--- src/rtl/axi4lite_read_slave_q_if.sv ---
// Bundle of the AXI4-Lite read channels (AR/R) and the register-backend request/response
// handshake, seen from the slave (DUT) and from the master/backend side (bench or fabric).
interface axi4lite_read_slave_q_if #(
    parameter int unsigned DATA_W = 32,
    parameter int unsigned ADDR_W = 32,
    parameter int unsigned OFF_W  = 12
);
    logic              arvalid;
    logic              arready;
    logic [ADDR_W-1:0] araddr;
    logic [2:0]        arprot;
    logic              rvalid;
    logic              rready;
    logic [DATA_W-1:0] rdata;
    logic [1:0]        rresp;
    logic              req_valid;
    logic              req_ready;
    logic [OFF_W-1:0]  req_addr;
    logic              rsp_valid;
    logic [DATA_W-1:0] rsp_data;
    logic              rsp_err;

    modport slave (
        input  arvalid, araddr, arprot, rready, req_ready, rsp_valid, rsp_data, rsp_err,
        output arready, rvalid, rdata, rresp, req_valid, req_addr
    );

    modport master (
        output arvalid, araddr, arprot, rready, req_ready, rsp_valid, rsp_data, rsp_err,
        input  arready, rvalid, rdata, rresp, req_valid, req_addr
    );
endinterface

--- src/rtl/axi4lite_read_slave_q.sv ---
// AXI4-Lite read slave: AR commands are classified on arrival, queued, and served in order,
// one backend transaction at a time; errored commands bypass the backend entirely.
module axi4lite_read_slave_q #(
    parameter int unsigned       DATA_W    = 32,
    parameter int unsigned       ADDR_W    = 32,
    parameter int unsigned       DEPTH     = 4,
    parameter logic [ADDR_W-1:0] BASE      = '0,
    parameter int unsigned       SIZE      = 4096,
    parameter bit                PRIV_ONLY = 1'b0
) (
    input logic                     aclk,
    input logic                     areset,
    axi4lite_read_slave_q_if.slave  bus
);
    localparam int unsigned       OFF_W    = $clog2(SIZE);
    localparam int unsigned       LSB_W    = $clog2(DATA_W / 8);
    localparam int unsigned       PTR_W    = $clog2(DEPTH);
    localparam int unsigned       CNT_W    = PTR_W + 1;
    localparam logic [ADDR_W-1:0] WIN_MASK = ADDR_W'(SIZE - 1);

    typedef enum logic [1:0] {
        RESP_OKAY   = 2'b00,
        RESP_SLVERR = 2'b10,
        RESP_DECERR = 2'b11
    } resp_e;

    typedef enum logic [1:0] {S_IDLE, S_REQ, S_WAIT, S_RESP} state_e;

    typedef struct packed {
        logic [OFF_W-1:0] offset;
        resp_e            code;
    } entry_t;

    entry_t            queue_q [DEPTH];
    logic [PTR_W-1:0]  wr_ptr_q, wr_ptr_d, rd_ptr_q, rd_ptr_d;
    logic [CNT_W-1:0]  count_q, count_d;
    logic              arready_q, arready_d;
    state_e            state_q, state_d;
    logic [OFF_W-1:0]  req_addr_q, req_addr_d;
    logic [DATA_W-1:0] rdata_q, rdata_d;
    resp_e             rresp_q, rresp_d;
    entry_t            push_entry, head;
    logic              push, pop, retire;

    // NOTE: every always_comb output gets a default first, so no path can infer a latch.
    always_comb begin
        push_entry.offset = bus.araddr[OFF_W-1:0];
        push_entry.code   = RESP_OKAY;
        if ((bus.araddr & ~WIN_MASK) != BASE) begin
            push_entry.code = RESP_DECERR;
        end else if (bus.araddr[LSB_W-1:0] != '0) begin
            push_entry.code = RESP_SLVERR;
        end else if (PRIV_ONLY && !bus.arprot[0]) begin
            push_entry.code = RESP_SLVERR;
        end
    end

    // count covers queued entries plus the one being served, so a slot frees only at the R handshake.
    assign head      = queue_q[rd_ptr_q];
    assign push      = bus.arvalid && arready_q;
    assign pop       = (state_q == S_IDLE) && (count_q != '0);
    assign retire    = (state_q == S_RESP) && bus.rready;
    assign wr_ptr_d  = wr_ptr_q + PTR_W'(push);
    assign rd_ptr_d  = rd_ptr_q + PTR_W'(pop);
    assign count_d   = count_q + CNT_W'(push) - CNT_W'(retire);
    assign arready_d = (count_d != CNT_W'(DEPTH));

    // NOTE: queue storage has no reset; an entry is only read after count marks it written.
    always_ff @(posedge aclk) begin
        if (push) begin
            queue_q[wr_ptr_q] <= push_entry;
        end
    end

    always_comb begin
        state_d    = state_q;
        req_addr_d = req_addr_q;
        rdata_d    = rdata_q;
        rresp_d    = rresp_q;
        unique case (state_q)
            S_IDLE: begin
                if (pop) begin
                    if (head.code == RESP_OKAY) begin
                        state_d    = S_REQ;
                        req_addr_d = head.offset;
                    end else begin
                        state_d = S_RESP;
                        rdata_d = '0;
                        rresp_d = head.code;
                    end
                end
            end
            S_REQ: begin
                if (bus.req_ready) state_d = S_WAIT;
            end
            S_WAIT: begin
                if (bus.rsp_valid) begin
                    state_d = S_RESP;
                    rdata_d = bus.rsp_data;
                    rresp_d = bus.rsp_err ? RESP_SLVERR : RESP_OKAY;
                end
            end
            S_RESP: begin
                if (bus.rready) state_d = S_IDLE;
            end
            default: state_d = S_IDLE;
        endcase
    end

    // NOTE: state registers use non-blocking assignments so all flops update from pre-edge values.
    always_ff @(posedge aclk or posedge areset) begin
        if (areset) begin
            wr_ptr_q   <= '0;
            rd_ptr_q   <= '0;
            count_q    <= '0;
            arready_q  <= 1'b0;
            state_q    <= S_IDLE;
            req_addr_q <= '0;
            rdata_q    <= '0;
            rresp_q    <= RESP_OKAY;
        end else begin
            wr_ptr_q   <= wr_ptr_d;
            rd_ptr_q   <= rd_ptr_d;
            count_q    <= count_d;
            arready_q  <= arready_d;
            state_q    <= state_d;
            req_addr_q <= req_addr_d;
            rdata_q    <= rdata_d;
            rresp_q    <= rresp_d;
        end
    end

    assign bus.arready   = arready_q;
    assign bus.rvalid    = (state_q == S_RESP);
    assign bus.rdata     = rdata_q;
    assign bus.rresp     = rresp_q;
    assign bus.req_valid = (state_q == S_REQ);
    assign bus.req_addr  = req_addr_q;
endmodule
--- src/flat_wrapper.sv ---
// flat-port wrapper written by rule: the top's interface ports become plain ports
module axi4lite_read_slave_q_flat 
#(
    parameter int unsigned       DATA_W    = 32,
    parameter int unsigned       ADDR_W    = 32,
    parameter int unsigned       DEPTH     = 4,
    parameter logic [ADDR_W-1:0] BASE      = '0,
    parameter int unsigned       SIZE      = 4096,
    parameter bit                PRIV_ONLY = 1'b0
)
  (aclk, areset, bus_arvalid, bus_araddr, bus_arprot, bus_rready, bus_req_ready, bus_rsp_valid, bus_rsp_data, bus_rsp_err, bus_arready, bus_rvalid, bus_rdata, bus_rresp, bus_req_valid, bus_req_addr);
  axi4lite_read_slave_q_if #(.DATA_W(DATA_W), .ADDR_W(ADDR_W)) bus_i ();
  input logic aclk;
  input logic areset;
  input wire logic [$bits(bus_i.arvalid)-1:0] bus_arvalid;
  input wire logic [$bits(bus_i.araddr)-1:0] bus_araddr;
  input wire logic [$bits(bus_i.arprot)-1:0] bus_arprot;
  input wire logic [$bits(bus_i.rready)-1:0] bus_rready;
  input wire logic [$bits(bus_i.req_ready)-1:0] bus_req_ready;
  input wire logic [$bits(bus_i.rsp_valid)-1:0] bus_rsp_valid;
  input wire logic [$bits(bus_i.rsp_data)-1:0] bus_rsp_data;
  input wire logic [$bits(bus_i.rsp_err)-1:0] bus_rsp_err;
  output wire logic [$bits(bus_i.arready)-1:0] bus_arready;
  output wire logic [$bits(bus_i.rvalid)-1:0] bus_rvalid;
  output wire logic [$bits(bus_i.rdata)-1:0] bus_rdata;
  output wire logic [$bits(bus_i.rresp)-1:0] bus_rresp;
  output wire logic [$bits(bus_i.req_valid)-1:0] bus_req_valid;
  output wire logic [$bits(bus_i.req_addr)-1:0] bus_req_addr;
  assign bus_i.arvalid = bus_arvalid;
  assign bus_i.araddr = bus_araddr;
  assign bus_i.arprot = bus_arprot;
  assign bus_i.rready = bus_rready;
  assign bus_i.req_ready = bus_req_ready;
  assign bus_i.rsp_valid = bus_rsp_valid;
  assign bus_i.rsp_data = bus_rsp_data;
  assign bus_i.rsp_err = bus_rsp_err;
  assign bus_arready = bus_i.arready;
  assign bus_rvalid = bus_i.rvalid;
  assign bus_rdata = bus_i.rdata;
  assign bus_rresp = bus_i.rresp;
  assign bus_req_valid = bus_i.req_valid;
  assign bus_req_addr = bus_i.req_addr;
  axi4lite_read_slave_q #(.DATA_W(DATA_W), .ADDR_W(ADDR_W), .DEPTH(DEPTH), .BASE(BASE), .SIZE(SIZE), .PRIV_ONLY(PRIV_ONLY)) u_core (.aclk(aclk), .areset(areset), .bus(bus_i));
endmodule
--- config.mk ---
export PLATFORM = sky130hd
export DESIGN_NAME = axi4lite_read_slave_q_flat
export DESIGN_NICKNAME = d
export VERILOG_FILES = /design/src/rtl/axi4lite_read_slave_q_if.sv /design/src/rtl/axi4lite_read_slave_q.sv /design/src/flat_wrapper.sv
export SDC_FILE = /design/constraint.sdc
export NUM_CORES = 1
export LEC_CHECK = 0
export BUFFER_PORTS_ARGS = -buffer_cell sky130_fd_sc_hd__buf_2
export CAP_MARGIN = 40
export CORE_UTILIZATION = 40
export CTS_CLUSTER_SIZE = 40
export DETAILED_ROUTE_END_ITERATION = 12
export PLACE_DENSITY = 0.62
export RECOVER_POWER = 100
export SYNTH_ARGS = -nofsm -noshare
export SYNTH_HDL_FRONTEND = slang
export SYNTH_SLANG_ARGS = --single-unit
--- constraint.sdc ---
create_clock -name aclk -period 2.2 [get_ports aclk]
set_input_delay 0.44 -clock aclk [delete_from_list [all_inputs] [get_ports aclk]]
set_output_delay 0.44 -clock aclk [all_outputs]
set_load 0.02 [all_outputs]
==> run_results.csv <==
group,metric,value,unit
status,status,"finished clean",
worst_setup_path,crit_top_cell,"ha_4",
drt,post_drt_wl_per_cell,15.0,µm
die,fp-row-count,39,
worst_setup_path,cpPeakStageDelay,0.41,ns
grt,use_met2,0.257,
die,start_util,0.409,
timing,timing.fmax,469,MHz
power_and_ir_drop,power,8.09,mW
final_layout,nFillCells,992,
worst_setup_path,crit_chain,"ha_2 > and2_4 > ha_4 > inv_2 > ha_4 > fa_2 > xor2_2 > xnor2_1 > buf_4",
clocking,tritoncts,"done",
logic_synthesis,synth_xor_area_frac,0.00750,
grt,grt_use_met3,0.0547,
logic_synthesis,avgSynthCellArea,15.2,µm²
logic_synthesis,yosysSeqAreaShare,0.660,
clocking,clkSinkCount,112,
grt,grt_pass1_wl,13100,µm
logic_synthesis,syn_area,4670,µm²
logic_synthesis,synth.mux.area_fraction,0.184,
placed_design,gp_congestion,0.729,
grt,track_usage,0.150,
logic_synthesis,yosysWarnings,0,
timing,hold_violations,0,
worst_hold_path,min_path_type,"in2async",
logic_synthesis,synth_top_family_by_area,"multiplexers",
final_layout,utilization,0.512,
final_layout,fin_cells,590,
logic_synthesis,ys.flop_type,"edfxtp_1",
drt,drc,0,
worst_setup_path,end_kind,"flip-flop",
die,io_pins,123,
clocking,clk_pin_slew,0.08,ns
logic_synthesis,synth_top_area_share,0.360,
clocking,numCtsBuffers,9,
die,core-area,11400,µm²
placed_design,dpl_cell_area,5520,µm²
logic_synthesis,synth-simple-area-share,0.0584,
final_layout,final_nets,525,
power_and_ir_drop,irDropWorstVdd,0.000682,V
timing,worst_pin_slew,1.05,ns
worst_setup_path,crit_path_max_fanout,4,
final_layout,ff_latch_area,3080,µm²
clocking,clkLatencyLatePin,0.35,ns
grt,grt_start_max_net_pins,33,
drt,routed_wl,8850,µm
timing,rsz0062_at_grt,"true",
worst_setup_path,cp_top_family,"adder cells",
timing,fin_crit_sh,0.969,
power_and_ir_drop,p_leak,2.60,nW
power_and_ir_drop,powerDensity,1380,nW/µm²
placed_design,hpwl,6070,µm
logic_synthesis,synth-seq-cells,112,
placed_design,place.port_buffers,119,
logic_synthesis,async_reset_ff_frac,0.500,
timing,slew_headroom,0.301,
final_layout,multi_input_area,1380,µm²
worst_setup_path,critPathBufInv,2,
logic_synthesis,synth_edf_count,56,
job,max_cap_violations,0,
logic_synthesis,synth_compound_area_frac,0.00723,
worst_setup_path,crit_slowest_cell,"dfrtp_1",
drt,antenna_left,0,
grt,globalRouteMet1Util,0.173,
final_layout,drive_gt1_frac,0.396,
worst_setup_path,worstPathArrival,2.43,ns
grt,grt.busiest_layer,"met2",
die,die_x,110,µm
worst_setup_path,criticalPathCategory,"reg2reg",
drt,dr.pass1.iters,4,
worst_setup_path,worstPathRequired,2.49,ns
timing,period_minus_slack,2.13,ns
logic_synthesis,synth_cells,308,
logic_synthesis,synth_fa_ha_area_frac,0.0257,
final_layout,area_delta_synth_final,25.1,%
final_layout,final_cell_area,5840,µm²
logic_synthesis,synth.area.top_cells,"edfxtp_1 (36%), dfrtp_1 (30%), mux2i_1 (7.1%)",
clocking,htree_levels,3,
die,dieArea,12100,µm²
drt,first_iter_violations,117,
die,die_h,110,µm
grt,grt_pass1_vias,2698,
grt,grt_antenna_before_repair,0,
logic_synthesis,synth_top_cell_by_area,"edfxtp_1",
logic_synthesis,synthesis.nets,391,
worst_setup_path,critPathLaunchType,"flip-flop",
clocking,cts_buffer_depth,2,
timing,fin_skew,0.00824,ns
final_layout,antenna_cells,0,
logic_synthesis,ys_types,32,
placed_design,place_inst,572,
drt,num_vias,2771,
timing,setup_violations,0,
drt,viasPerCell,4.70,
clocking,cts-root-buf,"clkbuf_16",
logic_synthesis,yosys-top-cells-count,"dfrtp_1 (56), edfxtp_1 (56), inv_1 (45)",
timing,drv_slew,0,
grt,grt.overflow.total,0,
-- final cells by class --
cell class / instances / share of cell area
tap: 143 / 0.0306
clock buffer: 9 / 0.0385
inverter: 45 / 0.0289
clock inverter: 7 / 0.0152
sequential: 112 / 0.528
timing repair buffer: 135 / 0.122
multi-input combinational: 139 / 0.237
-- per-stage QoR --
step	hold WS, ns	TNS (ns)	worst slack (ns)
2_1_floorplan	0.483	0	0.00562
3_3_place_gp	0.488	0	0.0560
3_5_place_dp	0.491	0	0.0190
4_1_cts	0.178	0	0.00839
5_1_grt	0.321	-0.0220	-0.0162
6_report	0.328	0	0.0677
-- registers in the layout (all words and copies together), names as in the netlist --
signal               cells
u_core.state_q           2
u_core.bus.rdata        32
u_core.bus.req_addr     12
u_core.queue_q          56
u_core.bus.rresp         2
u_core.rd_ptr_q          2
u_core.bus.arready       1
u_core.count_q           3
u_core.wr_ptr_q          2
-- logic make-up after synthesis --
logic type / after synthesis
compound gates: 5
xor+xnor: 4
fa+ha+maj: 9
buf+inv: 57
flops: 112
mux: 62
simple gates: 59
-- final timing paths --
kind / startpoint / to / slack [ns] / cells after the start
max: u_core.state_q[1] / u_core.count_q[2] / 0.07 / 9
min: areset / u_core.bus.rdata[3] / 0.33 / 2
max reg2reg: u_core.state_q[1] / u_core.count_q[2] / 0.07 / 9
min reg2reg: u_core.bus.req_addr[11] / u_core.bus.req_addr[11] / 0.51 / 1
max in group asynchronous: areset / u_core.bus.rdata[31] / 0.54 / 3
min in group aclk: bus_rsp_data[9] / u_core.bus.rdata[9] / 0.33 / 3
-- power breakdown --
group	total, mW	leakage [nW]	internal (mW)	switching (mW)
Sequential	3.09	1.22	2.80	0.290
Clock	1.70	0.155	0.910	0.788
Combinational	3.30	1.22	1.54	1.76
Total	8.09	2.60	5.25	2.83
-- layout by cell type (no fill, tap or decap), drive strengths merged, types with 2 or more instances in the layout --
cell type    n
buf        120
dfrtp       56
edfxtp      56
inv         48
nand2       38
mux2i       33
clkbuf      24
mux2        15
mux4        14
ha           8
nor4         5
nor2         4
xor2         3
clkinv       3
or3          2
o21ai        2
nor3         2
and3         2
nor3b        2
-- per-layer routing --
metal,share of wire,vias to the layer above
met1,0.41,1312
met3,0.092,10
met5,0,-
li1,-,1335
met4,0.012,0
met2,0.49,114
-- what timing repair did --
| action | in CTS | in global routing |
|---|---|---|
| gates resized for setup | 0 | 8 |
| buffers inserted | 0 | 2 |
| hold buffers | 0 | 0 |
| setup endpoints to repair | 0 | 2 |
Power figures use the tool's default switching activity.
